[config.mk]
export PLATFORM = sky130hd
export DESIGN_NAME = imm_extend_pipe
export DESIGN_NICKNAME = d
export VERILOG_FILES = /design/src/rtl/imm_pkg.sv /design/src/rtl/imm_extend_core.sv /design/src/rtl/imm_extend_pipe.sv
export SDC_FILE = /design/constraint.sdc
export NUM_CORES = 1
export LEC_CHECK = 0
export CAP_MARGIN = 20
export CORE_MARGIN = 2
export CORE_UTILIZATION = 50
export CTS_BUF_LIST = sky130_fd_sc_hd__clkbuf_4
export DETAILED_ROUTE_END_ITERATION = 16
export PLACE_DENSITY = 0.89
export SLEW_MARGIN = 20
export SYNTH_ARGS = -nofsm -noshare
export SYNTH_HDL_FRONTEND = slang
export SYNTH_SLANG_ARGS = --single-unit
[constraint.sdc]
create_clock -name clk -period 4.5 [get_ports clk]
set_clock_uncertainty 0.1 [all_clocks]
set_input_delay 1.125 -clock clk [delete_from_list [all_inputs] [get_ports clk]]
set_output_delay 1.125 -clock clk [all_outputs]
set_load 0.02 [all_outputs]
[src/rtl/imm_pkg.sv]
// Shared types and constants for the pipelined immediate generator.
package imm_pkg;

  localparam int IMM_W     = 16;
  localparam int JIDX_W    = 26;
  localparam int XLEN_MAX  = 64;
  localparam int TAG_W_MAX = 16;

  typedef enum logic [2:0] {
    IMM_ZERO   = 3'd0,
    IMM_SIGN   = 3'd1,
    IMM_LUI    = 3'd2,
    IMM_BRANCH = 3'd3,
    IMM_SHAMT  = 3'd4,
    IMM_JUMP   = 3'd5
  } imm_mode_e;

  // Sized for the widest configuration; narrower instances leave the top bits at zero.
  typedef struct packed {
    logic [XLEN_MAX-1:0]  ext;
    logic [TAG_W_MAX-1:0] tag;
    logic                 illegal;
  } imm_res_t;

endpackage

[src/rtl/imm_extend_core.sv]
// Combinational mode decode and immediate extension for one decode slot.
module imm_extend_core
  import imm_pkg::*;
#(
  parameter int XLEN = 32
) (
  input  logic [JIDX_W-1:0] imm_i,
  input  logic [2:0]        mode_i,
  input  logic [XLEN-1:0]   pc_i,
  output logic [XLEN-1:0]   ext_o,
  output logic              illegal_o
);

  logic        [IMM_W-1:0] imm16;
  logic signed [IMM_W-1:0] imm16_s;
  logic signed [31:0]      lui32;
  logic        [XLEN-1:0]  sext;
  logic                    unused_pc;

  assign imm16   = imm_i[IMM_W-1:0];
  assign imm16_s = imm16;
  assign lui32   = {imm16, 16'h0};
  assign sext    = XLEN'(imm16_s);
  // Jump keeps only the PC region bits above the 256 MB segment.
  assign unused_pc = ^pc_i[27:0];

  always_comb begin
    ext_o     = '0;
    illegal_o = 1'b0;
    case (mode_i)
      IMM_ZERO:   ext_o = XLEN'(imm16);
      IMM_SIGN:   ext_o = sext;
      IMM_LUI:    ext_o = XLEN'(lui32);
      IMM_BRANCH: ext_o = sext << 2;
      IMM_SHAMT:  ext_o = XLEN'(imm_i[10:6]);
      IMM_JUMP:   ext_o = {pc_i[XLEN-1:28], imm_i, 2'b00};
      default:    illegal_o = 1'b1;
    endcase
  end

endmodule

[src/rtl/imm_extend_pipe.sv]
// Pipelined immediate generator: one output register plus a single skid entry
// so a registered in_ready still sustains one item per cycle under backpressure.
module imm_extend_pipe
  import imm_pkg::*;
#(
  parameter int XLEN  = 32,
  parameter int TAG_W = 4
) (
  input  logic              clk,
  input  logic              rst_n,
  input  logic              in_valid,
  output logic              in_ready,
  input  logic [25:0]       in_imm,
  input  logic [2:0]        in_mode,
  input  logic [XLEN-1:0]   in_pc,
  input  logic [TAG_W-1:0]  in_tag,
  output logic              out_valid,
  input  logic              out_ready,
  output logic [XLEN-1:0]   out_ext,
  output logic [TAG_W-1:0]  out_tag,
  output logic              out_illegal
);

  if (XLEN != 32 && XLEN != 64) begin : g_bad_xlen
    $error("imm_extend_pipe: XLEN must be 32 or 64");
  end
  if (TAG_W < 1 || TAG_W > TAG_W_MAX) begin : g_bad_tag
    $error("imm_extend_pipe: TAG_W out of range");
  end

  logic [XLEN-1:0] core_ext;
  logic            core_ill;

  imm_extend_core #(.XLEN(XLEN)) u_core (
    .imm_i     (in_imm),
    .mode_i    (in_mode),
    .pc_i      (in_pc),
    .ext_o     (core_ext),
    .illegal_o (core_ill)
  );

  imm_res_t in_item, out_q, out_d, skid_q, skid_d;
  logic     out_vld_q, out_vld_d, skid_vld_q, skid_vld_d, rdy_q;
  logic     in_xfer, out_free;
  logic     unused_hi;

  always_comb begin
    in_item                 = '0;
    in_item.ext[XLEN-1:0]   = core_ext;
    in_item.tag[TAG_W-1:0]  = in_tag;
    in_item.illegal         = core_ill;
  end

  assign in_xfer  = in_valid & rdy_q;
  assign out_free = !out_vld_q || out_ready;

  always_comb begin
    out_d      = out_q;
    out_vld_d  = out_vld_q;
    skid_d     = skid_q;
    skid_vld_d = skid_vld_q;
    if (out_free) begin
      if (skid_vld_q) begin
        // Older skid item goes first; a concurrent arrival refills the skid.
        out_d      = skid_q;
        out_vld_d  = 1'b1;
        skid_vld_d = in_xfer;
        if (in_xfer) skid_d = in_item;
      end else begin
        out_vld_d = in_xfer;
        if (in_xfer) out_d = in_item;
      end
    end else if (in_xfer) begin
      skid_d     = in_item;
      skid_vld_d = 1'b1;
    end
  end

  always_ff @(posedge clk) begin
    if (!rst_n) begin
      out_q      <= '0;
      skid_q     <= '0;
      out_vld_q  <= 1'b0;
      skid_vld_q <= 1'b0;
      rdy_q      <= 1'b0;
    end else begin
      out_q      <= out_d;
      skid_q     <= skid_d;
      out_vld_q  <= out_vld_d;
      skid_vld_q <= skid_vld_d;
      rdy_q      <= !skid_vld_d;
    end
  end

  assign in_ready    = rdy_q;
  assign out_valid   = out_vld_q;
  assign out_ext     = out_q.ext[XLEN-1:0];
  assign out_tag     = out_q.tag[TAG_W-1:0];
  assign out_illegal = out_q.illegal;
  assign unused_hi   = ^{out_q, skid_q};

endmodule

==> results.txt <==
----------------------------------------------------
[Outcome]
  Status ... completed

[Clocking]
  # hold bufs at CTS ... 0
  Clk slew on worst S/H paths ... 0.12 ns
  CTS tree ... done
  Buffers inserted during post-CTS setup optimization ... 0
  Maximum clock path buffer count ... 2
  Clk sink count ... 77
  Root Buffer ... clkbuf_4
  Total CTS buffers ... 9
  Number of H-tree levels ... 3
  Post_cts resized ... 0
  Insertion delay of the later-clocked pin in the worst-skew pair ... 0.42 ns

[Die]
  Site row count ... 30
  Area of the die ... 7868 µm²
  DIE WIDTH ... 88.70 µm
  Vertical die dimension ... 88.70 µm
  Core box area ... 6869 µm²
  Starting density of the core ... 52.22%
  # IOs ... 108

[Place]
  Gpl congestion ... 0.9345
  Placed Cells ... 577
  Post-Place Setup Slack ... 1.020 ns
  Detailed placement HPWL ... 6601 µm
  Input/output buffers ... 79

[STA]
  Worst slew margin relative to its limit ... 30.76%
  Setup TNS after final layout ... 0 ns
  Pin slew with the least headroom to its limit ... 1.039 ns
  Max frequency ... 319.0 MHz
  Number of endpoints failing setup at the final stage ... 0
  Fin crit period ... 3.135 ns
  RSZ-0062 raised after global routing ... false
  Setup ws final ... 1.366 ns
  Final-report max-slew violation count ... 0
  Post-route clock period utilization ... 69.66%
  Final Hold Vio Count ... 0

[Worst setup path]
  Data required, critical path ... 4.71 ns
  Worst Path Max Fanout ... 18
  Launching element type of the critical path ... input port
  Worst reg2reg setup slack ... 2.16 ns
  Master of the slowest instance on the critical path ... clkdlybuf4s50_1
  Path type of the worst setup path ... in2reg
  List of cells traversed by the critical path ... clkdlybuf4s50_1 > buf_4 > nor2b_1 > a31oi_1 > o221ai_1
  Critical path data arrival time ... 3.35 ns
  Endpoint class of the critical path ... flip-flop
  Largest stage delay, worst path ... 0.69 ns

[Logic synthesis]
  Post-synthesis net count ... 511
  Sequential share of the synthesized area ... 42.97%
  Count of flip-flops with a built-in enable after synthesis ... 0
  Cell taking the most area after synthesis ... dfxtp_1
  Yosys synthesis warning count ... 0
  Synth top cells by count ... dfxtp_1 (77), a21oi_1 (64), nand3_1 (60)
  Cell types with the largest area share after synthesis ... dfxtp_1 (43%), a21oi_1 (8.9%), nand3_1 (8.4%)
  Most frequent cell after synthesis ... dfxtp_1
  Share of the synthesized area in the top cell type ... 42.97%
  Predominant post-synthesis flop cell ... dfxtp_1
  Unique cell type count in the Yosys netlist ... 37
  Number of cells produced by synthesis ... 442
  Average footprint of a synthesized cell ... 8.116 µm²
  Number of register bits inferred by synthesis ... 77
  Fraction of synthesis flops using an asynchronous set or reset pin ... 0%
  Total standard cell area after synthesis ... 3587 µm²

[Global routing]
  Antenna violations before repair ... 0
  Largest net degree at the start of global routing ... 55
  Via count of the first global-routing pass ... 3301
  Total global routing overflow ... 0
  Total GRT Usage ... 26.38%
  First-pass GRT wire length ... 16190 µm

[Route]
  DRC Markers ... 0
  First-pass iteration count of the detailed router ... 5
  Drt via density ... 6.234
  Count of antenna-violating nets left after detailed routing ... 0
  Wire length after detailed routing ... 10030 µm
  Routed wire per std cell ... 16.91 µm
  Initial detailed-routing violation count ... 446
  Via count ... 3697

[Power and ir drop]
  Total design power ... 1.464 mW
  PwrDens ... 323.6 nW/µm²
  Maximum vdd ir drop ... 157.3 µV
  Static leakage ... 1.525 nW

[Cells and area]
  Utilization after layout ... 65.87%
  Area overhead of the layout relative to synthesis ... 26.12%
  Share of final-layout standard cells stronger than drive strength 1 ... 5.835%
  Antenna Diode Count ... 0
  Count of placed standard cells in the final layout, fillers left out ... 593
  Final net count ... 561

[Flow run]
  Number of maximum-capacitance violations ... 0

[Min path]
  Type of the tightest min-delay check ... reg2reg

----------------------------------------------------
[stage by stage]
step | cell area (µm²) | hold WS, ns
finish | 4524 | 0.3646
floorplan | 3587 | 0.3360
global route | 4524 | 0.3829
global placement | 4348 | 0.3427
CTS | 4524 | 0.3677
detailed placement | 4348 | 0.3507
[registers in the layout, indices dropped and copies added (netlist names)]
signal,cells
in_ready,1
out_tag,4
out_illegal,1
skid_vld_q,1
out_ext,32
out_valid,1
skid_q,37
[cell families (layout without fill, tap and decap cells)]
logic type,count (synthesis),count (layout),share of synthesized area [%]
AO/OA/AOI/OAI,181,181,30.66
buffers and inverters,50,105,6.661
flip-flops,77,77,42.97
multiplexers,5,5,1.395
AND/OR/NAND/NOR,129,129,18.31
[path summary, 6_finish.rpt]
| path | startpoint | end | depth (start not counted) |
|---|---|---|---|
| worst min register to register | skid_q[4] | skid_q[4] | 2 |
| worst min-delay path | skid_q[4] | skid_q[4] | 2 |
| worst max register to register | skid_vld_q | skid_q[38] | 6 |
| worst max-delay path | in_mode[2] | out_ext[15] | 5 |
[area by class of cell]
type	instances	area, µm²
Tap cell	96	120.1
Multi-Input combinational cell	315	1821
Timing Repair Buffer	87	858.3
Sequential cell	77	1541
Fill cell	559	2345
Inverter	2	7.507
Clock inverter	6	101.3
Clock buffer	10	75.07
[per-layer routing]
metal	up-vias	wire [µm]	global-route usage, %
li1	1742	-	-
met4	0	303	10.74
met5	-	0	0
met2	191	4879	42.54
met3	31	788	4.664
met1	1733	4055	34.97
[worst max-delay path: cells and delay by family]
kind | cells | cell delay (ns)
buffers and inverters | 2 | 1.02
and+or+nand+nor | 1 | 0.65
AOI/OAI and AO/OA | 2 | 0.54
[placed cells by master (no fill, tap or decap), types with 2 or more instances in the layout]
cell / netlist / layout
a221oi_1: 3 / 3
and3b_1: 3 / 3
a21oi_1: 64 / 63
nand3_1: 60 / 60
nand2_1: 27 / 27
clkdlybuf4s50_1: 0 / 78
o21ai_1: 8 / 8
o21ai_0: 44 / 44
o211ai_1: 2 / 2
a32oi_1: 8 / 8
mux2i_1: 5 / 5
a31oi_1: 14 / 14
clkbuf_4: 0 / 10
nor2b_1: 5 / 5
nand2b_1: 16 / 15
a211o_1: 3 / 3
nor2_1: 10 / 10
dfxtp_1: 77 / 77
a211oi_1: 7 / 7
bufinv_16: 0 / 3
clkinv_1: 0 / 3
nor3_1: 2 / 2
buf_4: 4 / 7
o31ai_1: 2 / 2
o221ai_1: 22 / 22
[where the power goes]
group | internal [mW] | switching, mW
clock | 0.283 | 0.241
combinational | 0.0954 | 0.130
sequential | 0.703 | 0.0122
total | 1.08 | 0.383
(Power assumes the default switching activity.)
